<file path="src/rtl/noise_pkg.sv">
// Shared types and constants for the noise-scale sequencer: FSM states, pipeline
// latency and the Q8.24 product slice bounds.
package noise_pkg;

  typedef enum logic [1:0] {
    IDLE  = 2'd0,
    RUN   = 2'd1,
    DRAIN = 2'd2
  } state_e;

  localparam int PIPE_LAT = 4;
  localparam int Q_FRAC   = 24;
  localparam int SLICE_LO = Q_FRAC;
  localparam int SLICE_HI = Q_FRAC + 31;

endpackage

</file>
<file path="src/rtl/noise_scale_sequencer_if.sv">
// BRAM read port plus AXI-Stream master of the noise-scale sequencer; the sequencer
// is the master side, the BRAM/stream sink is the slave side.
interface noise_scale_sequencer_if #(
  parameter int ADDR_W = 10
);

  logic              bram_en;
  logic [ADDR_W-1:0] bram_addr;
  logic [31:0]       bram_dout;
  logic [31:0]       m_tdata;
  logic              m_tvalid;
  logic              m_tready;
  logic              m_tlast;

  modport master (
    output bram_en, bram_addr, m_tdata, m_tvalid, m_tlast,
    input  bram_dout, m_tready
  );

  modport slave (
    input  bram_en, bram_addr, m_tdata, m_tvalid, m_tlast,
    output bram_dout, m_tready
  );

endinterface

</file>
<file path="src/rtl/nsq_fifo.sv">
// Synchronous first-word fall-through FIFO; the head word reads as zero while empty
// so the stream outputs are clean without resetting the storage array.
module nsq_fifo #(
  parameter int DEPTH = 8,
  parameter int W     = 33
) (
  input  logic                   clk_i,
  input  logic                   rst_i,
  input  logic                   wr_en_i,
  input  logic [W-1:0]           wr_data_i,
  input  logic                   rd_en_i,
  output logic [W-1:0]           rd_data_o,
  output logic [$clog2(DEPTH):0] count_o,
  output logic                   full_o,
  output logic                   empty_o
);

  localparam int AW = $clog2(DEPTH);

  logic [W-1:0]  mem_q [DEPTH];
  logic [AW-1:0] wr_ptr_q, rd_ptr_q;
  logic [AW:0]   count_q;
  logic          push, pop;

  assign full_o    = (count_q == (AW+1)'(DEPTH));
  assign empty_o   = (count_q == '0);
  assign count_o   = count_q;
  assign push      = wr_en_i && !full_o;
  assign pop       = rd_en_i && !empty_o;
  assign rd_data_o = empty_o ? '0 : mem_q[rd_ptr_q];

  always_ff @(posedge clk_i) begin
    if (rst_i) begin
      wr_ptr_q <= '0;
      rd_ptr_q <= '0;
      count_q  <= '0;
    end else begin
      if (push) wr_ptr_q <= wr_ptr_q + AW'(1);
      if (pop)  rd_ptr_q <= rd_ptr_q + AW'(1);
      case ({push, pop})
        2'b10:   count_q <= count_q + (AW+1)'(1);
        2'b01:   count_q <= count_q - (AW+1)'(1);
        default: count_q <= count_q;
      endcase
    end
  end

  always_ff @(posedge clk_i) begin
    if (push) mem_q[wr_ptr_q] <= wr_data_i;
  end

endmodule

</file>
<file path="src/rtl/noise_scale_sequencer.sv">
// Reads noise samples from BRAM, scales them by a Q8.24 gain, adds an offset and
// streams them out through a credit-limited FWFT FIFO under start/stop/loop control.
module noise_scale_sequencer
  import noise_pkg::*;
#(
  parameter int ADDR_W     = 10,
  parameter int FIFO_DEPTH = 8
) (
  input  logic              CLK,
  input  logic              RST,
  input  logic              start,
  input  logic              stop,
  input  logic              loop,
  input  logic [ADDR_W:0]   len,
  input  logic [31:0]       scale,
  input  logic [31:0]       offset,
  output logic              busy,
  output logic              done,
  noise_scale_sequencer_if.master bus
);

  localparam int DATA_W  = 32;
  localparam int COEF_W  = 32;
  localparam int PROD_W  = DATA_W + COEF_W;
  localparam int SLICE_W = SLICE_HI - SLICE_LO + 1;
  localparam int CNT_W   = $clog2(FIFO_DEPTH) + 1;
  localparam int CRED_W  = CNT_W + 1;
  localparam int INF_W   = $clog2(PIPE_LAT + 1);

  function automatic logic [DATA_W-1:0] slice_add(input logic signed [PROD_W-1:0] p,
                                                  input logic [DATA_W-1:0] o);
    return SLICE_W'(p >>> SLICE_LO) + o;
  endfunction

  function automatic logic [ADDR_W-1:0] eff_last(input logic [ADDR_W:0] n);
    return (n == '0) ? '0 : ADDR_W'(n - (ADDR_W+1)'(1));
  endfunction

  state_e                    state_q, state_d;
  logic [ADDR_W-1:0]         addr_q, addr_d, last_addr_q;
  logic                      loop_q;
  logic signed [COEF_W-1:0]  scale_q;
  logic [INF_W-1:0]          inflight_q, inflight_d;
  logic [CNT_W-1:0]          fifo_count;
  logic                      fifo_full, fifo_empty, fifo_pop;
  logic [DATA_W:0]           fifo_rd;
  logic [CRED_W-1:0]         credit_used;
  logic                      issue, at_last, launch;

  logic                      vld_p0, vld_p1, vld_p2, vld_p3;
  logic                      last_p0, last_p1, last_p2, last_p3;
  logic signed [DATA_W-1:0]  dout_p1;
  logic signed [PROD_W-1:0]  prod_p2;
  logic [DATA_W-1:0]         sum_p3;

  // Credits cover both FIFO occupancy and reads still travelling down the pipeline.
  assign credit_used = CRED_W'(fifo_count) + CRED_W'(inflight_q);
  assign issue       = (state_q == RUN) && !fifo_full && (credit_used < CRED_W'(FIFO_DEPTH));
  assign at_last     = (addr_q == last_addr_q);
  assign launch      = (state_q == IDLE) && start;
  assign fifo_pop    = !fifo_empty && bus.m_tready;

  assign bus.bram_en   = issue;
  assign bus.bram_addr = addr_q;
  assign bus.m_tvalid  = !fifo_empty;
  assign {bus.m_tlast, bus.m_tdata} = fifo_rd;
  assign busy          = (state_q != IDLE);

  always_comb begin
    state_d = state_q;
    addr_d  = addr_q;
    done    = 1'b0;
    case (state_q)
      IDLE: begin
        if (start) begin
          state_d = RUN;
          addr_d  = '0;
        end
      end
      RUN: begin
        if (issue) addr_d = at_last ? '0 : addr_q + ADDR_W'(1);
        if (stop) state_d = DRAIN;
        else if (issue && at_last && !loop_q) state_d = DRAIN;
      end
      DRAIN: begin
        if ((inflight_q == '0) && fifo_empty) begin
          done    = 1'b1;
          state_d = IDLE;
        end
      end
      default: state_d = IDLE;
    endcase
  end

  always_comb begin
    inflight_d = inflight_q;
    if (issue && !vld_p3)      inflight_d = inflight_q + INF_W'(1);
    else if (!issue && vld_p3) inflight_d = inflight_q - INF_W'(1);
  end

  always_ff @(posedge CLK) begin
    if (RST) begin
      state_q    <= IDLE;
      addr_q     <= '0;
      loop_q     <= 1'b0;
      inflight_q <= '0;
      vld_p0     <= 1'b0;
      vld_p1     <= 1'b0;
      vld_p2     <= 1'b0;
      vld_p3     <= 1'b0;
    end else begin
      state_q    <= state_d;
      addr_q     <= addr_d;
      inflight_q <= inflight_d;
      if (launch) loop_q <= loop;
      vld_p0     <= issue;
      vld_p1     <= vld_p0;
      vld_p2     <= vld_p1;
      vld_p3     <= vld_p2;
    end
  end

  always_ff @(posedge CLK) begin
    if (launch) begin
      scale_q     <= $signed(scale);
      last_addr_q <= eff_last(len);
    end
    // p0: BRAM read in flight, last-address flag tagged to the read
    last_p0 <= at_last;
    // p1: BRAM output captured
    dout_p1 <= $signed(bus.bram_dout);
    last_p1 <= last_p0;
    // p2: full-width signed product
    prod_p2 <= dout_p1 * scale_q;
    last_p2 <= last_p1;
    // p3: Q8.24 slice plus live offset, written to the FIFO next
    sum_p3  <= slice_add(prod_p2, offset);
    last_p3 <= last_p2;
  end

  nsq_fifo #(
    .DEPTH (FIFO_DEPTH),
    .W     (DATA_W + 1)
  ) u_fifo (
    .clk_i     (CLK),
    .rst_i     (RST),
    .wr_en_i   (vld_p3),
    .wr_data_i ({last_p3, sum_p3}),
    .rd_en_i   (fifo_pop),
    .rd_data_o (fifo_rd),
    .count_o   (fifo_count),
    .full_o    (fifo_full),
    .empty_o   (fifo_empty)
  );

endmodule
</file>
<file path="src/flat_wrapper.sv">
// flat-port wrapper written by rule: the top's interface ports become plain ports
module noise_scale_sequencer_flat import noise_pkg::*;
#(
  parameter int ADDR_W     = 10,
  parameter int FIFO_DEPTH = 8
)
  (CLK, RST, start, stop, loop, len, scale, offset, busy, done, bus_bram_en, bus_bram_addr, bus_m_tdata, bus_m_tvalid, bus_m_tlast, bus_bram_dout, bus_m_tready);
  noise_scale_sequencer_if #(.ADDR_W(ADDR_W)) bus_i ();
  input  logic CLK;
  input  logic RST;
  input  logic start;
  input  logic stop;
  input  logic loop;
  input  logic [ADDR_W:0] len;
  input  logic [31:0] scale;
  input  logic [31:0] offset;
  output logic busy;
  output logic done;
  output wire logic [$bits(bus_i.bram_en)-1:0] bus_bram_en;
  output wire logic [$bits(bus_i.bram_addr)-1:0] bus_bram_addr;
  output wire logic [$bits(bus_i.m_tdata)-1:0] bus_m_tdata;
  output wire logic [$bits(bus_i.m_tvalid)-1:0] bus_m_tvalid;
  output wire logic [$bits(bus_i.m_tlast)-1:0] bus_m_tlast;
  input wire logic [$bits(bus_i.bram_dout)-1:0] bus_bram_dout;
  input wire logic [$bits(bus_i.m_tready)-1:0] bus_m_tready;
  assign bus_bram_en = bus_i.bram_en;
  assign bus_bram_addr = bus_i.bram_addr;
  assign bus_m_tdata = bus_i.m_tdata;
  assign bus_m_tvalid = bus_i.m_tvalid;
  assign bus_m_tlast = bus_i.m_tlast;
  assign bus_i.bram_dout = bus_bram_dout;
  assign bus_i.m_tready = bus_m_tready;
  noise_scale_sequencer #(.ADDR_W(ADDR_W), .FIFO_DEPTH(FIFO_DEPTH)) u_core (.CLK(CLK), .RST(RST), .start(start), .stop(stop), .loop(loop), .len(len), .scale(scale), .offset(offset), .busy(busy), .done(done), .bus(bus_i));
endmodule
</file>
<file path="config.mk">
export PLATFORM = sky130hd
export DESIGN_NAME = noise_scale_sequencer_flat
export DESIGN_NICKNAME = d
export VERILOG_FILES = /design/src/rtl/noise_pkg.sv /design/src/rtl/noise_scale_sequencer_if.sv /design/src/rtl/nsq_fifo.sv /design/src/rtl/noise_scale_sequencer.sv /design/src/flat_wrapper.sv
export SDC_FILE = /design/constraint.sdc
export NUM_CORES = 2
export LEC_CHECK = 0
export ABC_AREA = 0
export CAP_MARGIN = 20
export CORE_ASPECT_RATIO = 1.2
export CORE_UTILIZATION = 48
export DETAILED_ROUTE_END_ITERATION = 10
export PLACE_DENSITY = 0.68
export SYNTH_ARGS = -nofsm -noshare
export SYNTH_HDL_FRONTEND = slang
export SYNTH_SLANG_ARGS = --single-unit
</file>
<file path="constraint.sdc">
create_clock -name CLK -period 14.1 [get_ports CLK]
set_input_delay 2.82 -clock CLK [delete_from_list [all_inputs] [get_ports CLK]]
set_output_delay 2.82 -clock CLK [all_outputs]
set_load 0.03 [all_outputs]
</file>
## Word level (Yosys, flattened, before mapping)

Memory sizes are Yosys's and may differ from the RTL's. A register that Yosys moved wholly into a read port is not among the register bits.
Cells that the tools add are included.

| storage, ports and cells | value |
|---|---|
| memories | 1 |
| flip-flop bits (word level) | 196 |
| memory bits (writable) | 264 |
| bits of input ports | 113 |

Memories:

| memory | words | bits a word | rd ports | clocked after memory_dff | write ports | RTL line | source |
|---|---|---|---|---|---|---|---|
| u_core.u_fifo.mem_q | 8 | 33 | 1 | 1 | 1 | nsq_fifo.sv:20 | `logic [W-1:0] mem_q [DEPTH];` |

| cells by class | value |
|---|---|
| multiply operators | 1 |
| $lt $le $gt $ge | 1 |
| add/subtract/negate cells | 10 |
| multiplexer cells | 19 |
| eq/ne operators | 10 |
| reductions and logical operators | 26 |

Operators by type and width:

| cell | number |
|---|---|
| 32-bit by 32-bit multiplier with 56-bit output | 1 |
| 33-bit 2-to-1 mux | 1 |
| 32-bit adder | 1 |
| 10-bit 2-to-1 mux | 3 |
| 10-bit case mux with 2 select lines | 1 |
| 3-bit 2-to-1 mux | 4 |
| 1-bit logical AND | 11 |
| 11-bit logical NOT | 1 |
| 10-bit by 1-bit adder with 10-bit output (second input constant) | 1 |
| 10-bit equality test | 1 |
| 10-bit by 1-bit subtractor with 10-bit output (second input constant) | 1 |
| 3-bit by 1-bit adder with 3-bit output (second input constant) | 3 |
| 2-bit 2-to-1 mux | 4 |
| 4-bit case mux with 2 select lines | 1 |
| 2-bit nonzero test | 4 |
| 2-bit case mux with 3 select lines | 1 |
| 3-bit AND reduction | 2 |
| 4-bit by 3-bit adder with 5-bit output | 1 |
| 1-bit logical NOT | 5 |
| 5-bit by 4-bit < comparator with 1-bit output (second input constant) | 1 |
| 4-bit by 1-bit adder with 4-bit output (second input constant) | 1 |
| 2-bit by 1-bit equality test with 1-bit output (second input constant) | 2 |
| 2-bit equality test (second input constant) | 2 |
| 4-bit equality test (second input constant) | 1 |
| other kinds (9) | 13 |

## Longest topological paths before layout

| logic depth | value |
|---|---|
| word-level depth | 9 |
| mapped depth | 28 |
| depth with buffers taken out | 26 |

## Cells and area by module

Synthesis repeated with hierarchy kept, for this count alone.

| unflattened totals | value |
|---|---|
| cell total of the unflattened synthesis | 4465 |
| area total of the unflattened synthesis | 49145.9 µm² |

By module, submodules not included:

| module | cells each | times used | area each (µm²) | sequential area each (µm²) |
|---|---|---|---|---|
| noise_scale_sequencer | 3974 | 1 | 38419.3 | 3663.5 |
| nsq_fifo | 491 | 1 | 10726.5 | 8187.9 |

## Worst setup path after synthesis

OpenSTA, ideal clock, no wires.

| timing path | value |
|---|---|
| kind | flip-flop to flip-flop |
| start | reg u_core.scale_q[2] |
| end | reg u_core.prod_p2[54] |
| setup slack | 6.963 ns |
| arrival time | 7.019 ns |
| path buffers | 1 |
| required time | 13.981 ns |
| cell stages (with the launch flop) | 24 |
| path through | edfxtp_1 clkbuf_1 nand2_1 inv_1 fa_1 fa_1 fa_1 inv_1 fa_1 inv_1 fa_1 fa_1 fa_1 fa_1 ha_1 and3_1 nand2_1 or3b_1 a31oi_1 nand2_1 and4_1 o31ai_2 a21oi_1 xnor2_1 |

| on the way | value |
|---|---|
| word-level cells in the longest chain between the ends | 1 |

Ends and longest elaborated chain:

| item | RTL line | source |
|---|---|---|
| start: declaration | noise_scale_sequencer.sv:42 | `logic signed [COEF_W-1:0] scale_q;` |
| start signal: assignment | noise_scale_sequencer.sv:125 | `scale_q <= $signed(scale);` |
| 32-bit by 32-bit multiplier with 56-bit output | noise_scale_sequencer.sv:134 | `prod_p2 <= dout_p1 * scale_q;` |
| end signal: assignment | noise_scale_sequencer.sv:134 |  |
| end: declaration | noise_scale_sequencer.sv:53 | `logic signed [PROD_W-1:0] prod_p2;` |

Every way passes these cells.
A chain may end at the register's enable or synchronous reset.

## Worst setup path in the final report

Ends and elaborated chain as after synthesis.

==> impl_metrics.json <==
{
  "endpoint": "u_core.prod_p2[54]",
  "synth_compound_area_share_pct": 3.11,
  "cts_tree": "done",
  "tns_ns": 0,
  "ys_warn_count": 0,
  "grt_use_total_pct": 25.3,
  "finalSetupViolCount": 0,
  "place.gp.congestion": 0.924,
  "io_buffers": 159,
  "path_class": "reg2reg",
  "crit_fanout": 32,
  "drv_cap": 0,
  "clk-insertion-delay-late_ns": 0.66,
  "ys_ff_latch": 439,
  "critPathCaptureType": "flip-flop",
  "avgSynthCellArea_sq_um": 10.9,
  "vias": 31900,
  "worstRegToRegCells": 22,
  "rsz0062_at_grt": "no",
  "post-cts-setup-buffers": 0,
  "vias_per_cell": 5.34,
  "drtIter0Drc": 1754,
  "final_cell_mix": "985 x fa_1, 926 x inv_1, 535 x nand2_1",
  "fin_crit_sh_pct": 58.8,
  "synthTopCellsByArea": "fa_1 40%, edfxtp_1 19%, inv_1 7.1%",
  "dp_hpwl_um": 94600,
  "grt_pass1_vias": 35200,
  "syn-num-nets": 5824,
  "synth_fa_ha_area_share_pct": 45.4,
  "drive_gt1_share_pct": 5.13,
  "required_ns": 14.61,
  "synth-simple-area-share_pct": 12.9,
  "reg2reg_to": "u_core.prod_p2[54]",
  "status": "finished clean",
  "start_util_pct": 48.5,
  "firstDrtPassIters": 6,
  "crit_start": "u_core.scale_q[2]",
  "critPathArrivalTime_ns": 8.81,
  "antenna_found_initial": 2,
  "synth_edf_count": 306,
  "numCtsBuffers": 47,
  "synthFlopType": "edfxtp_1",
  "rows": 128,
  "timing.rr.start": "u_core.scale_q[2]",
  "final_common_cell": "fa_1",
  "grt_max_degree": 67,
  "synth_top_family_by_area": "adder cells",
  "synthCells": 4514,
  "hold_viol_final": 0,
  "finalCriticalPeriod_ns": 8.29,
  "core_area_sq_mm": 0.102,
  "die_x_um": 295,
  "synth_area_sq_mm": 0.0493,
  "maxSlewViolCount": 0,
  "rrSetupSlack_ns": 5.81,
  "die_h_um": 353,
  "start_kind": "flip-flop",
  "cts_resized": 0,
  "root_buffer": "clkbuf_16",
  "cts.path.max_buffers": 3,
  "nFillCells": 8897,
  "finalWirelength_um": 125000,
  "syn_to_final_growth_pct": 9.55,
  "skew_ns": 0.0455,
  "maxSlewHeadroom_pct": 31.8,
  "ys_types": 64,
  "hold_buffers": 0,
  "drc_errors": 0,
  "clk_pin_slew_ns": 0.07,
  "finalNetCount": 5888,
  "wl_per_cell_um": 20.9,
  "hold_path_class": "reg2reg",
  "ios": 160,
  "overflow": 0,
  "synth_area_leader_cell": "fa_1",
  "h-tree-depth": 2,
  "synthMuxAreaShare_pct": 3.77,
  "async_flop_share_pct": 0,
  "synth_xor_area_share_pct": 2.06,
  "grt_first_pass_wirelength_um": 200000,
  "tightestPinTransition_ns": 1.02,
  "ant_nets": 0,
  "seq_area_frac_synth_pct": 24.0,
  "synth_top_cell_area_share_pct": 40.0,
  "clock_sinks": 439,
  "die_area_sq_mm": 0.104,
  "fmax_mhz": 121
}
## worst min-delay path by stage
| stage | from | endpoint | slack, ns | depth (start not counted) |
|---|---|---|---|---|
| after floorplan | u_core.last_p0 | u_core.last_p1 | 0.31 | 0 |
| after global placement | u_core.last_p0 | u_core.last_p1 | 0.31 | 0 |
| after detailed placement | u_core.last_p1 | u_core.last_p2 | 0.32 | 0 |
| after CTS | u_core.last_p1 | u_core.last_p2 | 0.33 | 0 |
| after global routing | u_core.last_p1 | u_core.last_p2 | 0.34 | 0 |
| final | u_core.last_p1 | u_core.last_p2 | 0.34 | 0 |
## area by class of cell
cell class,count,area [sq um],area share [%]
diodes,1,2.50,0.00463
clock buffers,61,1250,2.31
clock inverters,26,357,0.660
inverters,927,3480,6.44
multi-input cells,2929,33200,61.5
flip-flops and latches,439,11900,22.0
well taps,1365,1710,3.16
repair buffers,234,2150,3.99
## cells in the mapped netlist (66+ instances only)
| cell type | number |
|---|---|
| nand2_1 | 535 |
| xnor2_1 | 78 |
| ha_1 | 212 |
| a21oi_1 | 70 |
| edfxtp_1 | 306 |
| nor2_1 | 115 |
| mux4_2 | 66 |
| dfxtp_1 | 133 |
| fa_1 | 985 |
| clkbuf_1 | 203 |
| and2_1 | 481 |
| inv_1 | 927 |
## sequential cells by signal, summed over array words and instances, names as in the netlist, named ones only
| signal | cells |
|---|---|
| u_core.u_fifo.mem_q | 264 |
| u_core.dout_p1 | 32 |
| u_core.prod_p2 | 32 |
| u_core.scale_q | 32 |
| u_core.sum_p3 | 32 |
| u_core.bus.bram_addr | 10 |
| u_core.last_addr_q | 10 |
| u_core.u_fifo.count_o | 4 |
| u_core.inflight_q | 3 |
| u_core.u_fifo.rd_ptr_q | 3 |
| u_core.u_fifo.wr_ptr_q | 3 |
| u_core.state_q | 2 |
| u_core.last_p0 | 1 |
| u_core.last_p1 | 1 |
| u_core.last_p2 | 1 |
| u_core.last_p3 | 1 |
| u_core.loop_q | 1 |
| u_core.vld_p0 | 1 |
| u_core.vld_p1 | 1 |
| u_core.vld_p2 | 1 |
| u_core.vld_p3 | 1 |
## per-layer routing
layer  vias up  wire, um  track usage (%)
met1     16600     47300             30.6
met5         -         0                0
met3       352      7630             3.80
met2      1120     62600             43.7
li1      13800         -                -
met4         0      7350             12.8
## cells by family (layout without fill, tap and decap cells)
family                   Yosys count  in the layout
AND/OR/NAND/NOR                 1278           1278
buffers and inverters           1146           1248
flip-flops                       439            439
adder cells (fa/ha/maj)         1197           1197
multiplexers                     103            103
XOR/XNOR                         116            116
AO/OA/AOI/OAI                    235            235
other                              0              1
## worst max-delay path, stage by stage, from the launching register on
cell and delay (ns):
edfxtp_1 0.33, buf_4 0.38, nand2_1 0.18, inv_1 0.16, fa_1 0.47, fa_1 0.50
fa_1 0.69, inv_1 0.31, fa_1 0.56, inv_1 0.05, fa_1 0.49, fa_1 0.57
fa_1 0.44, fa_1 0.47, ha_1 0.43, and3_1 0.32, nand4_1 0.12, nor4_1 0.71
nand3_1 0.19, and4_1 0.29, o31ai_2 0.27, a21oi_1 0.12, xnor2_1 0.12
## stage by stage
stage	instances	worst slack (ns)	utilization, %	instance area (sq um)	hold slack [ns]
floorplan	4514	6.96	-	49300	0.310
global placement	5894	5.93	51.5	52400	0.312
detailed placement	5894	5.85	51.5	52400	0.320
CTS	5981	5.80	53.1	54000	0.335
global route	5981	5.34	53.1	54000	0.335
finish	5982	5.81	53.1	54000	0.337
Power is not shown: default switching activity piles up to over one toggle a cycle in this logic, so the estimate is an artifact.
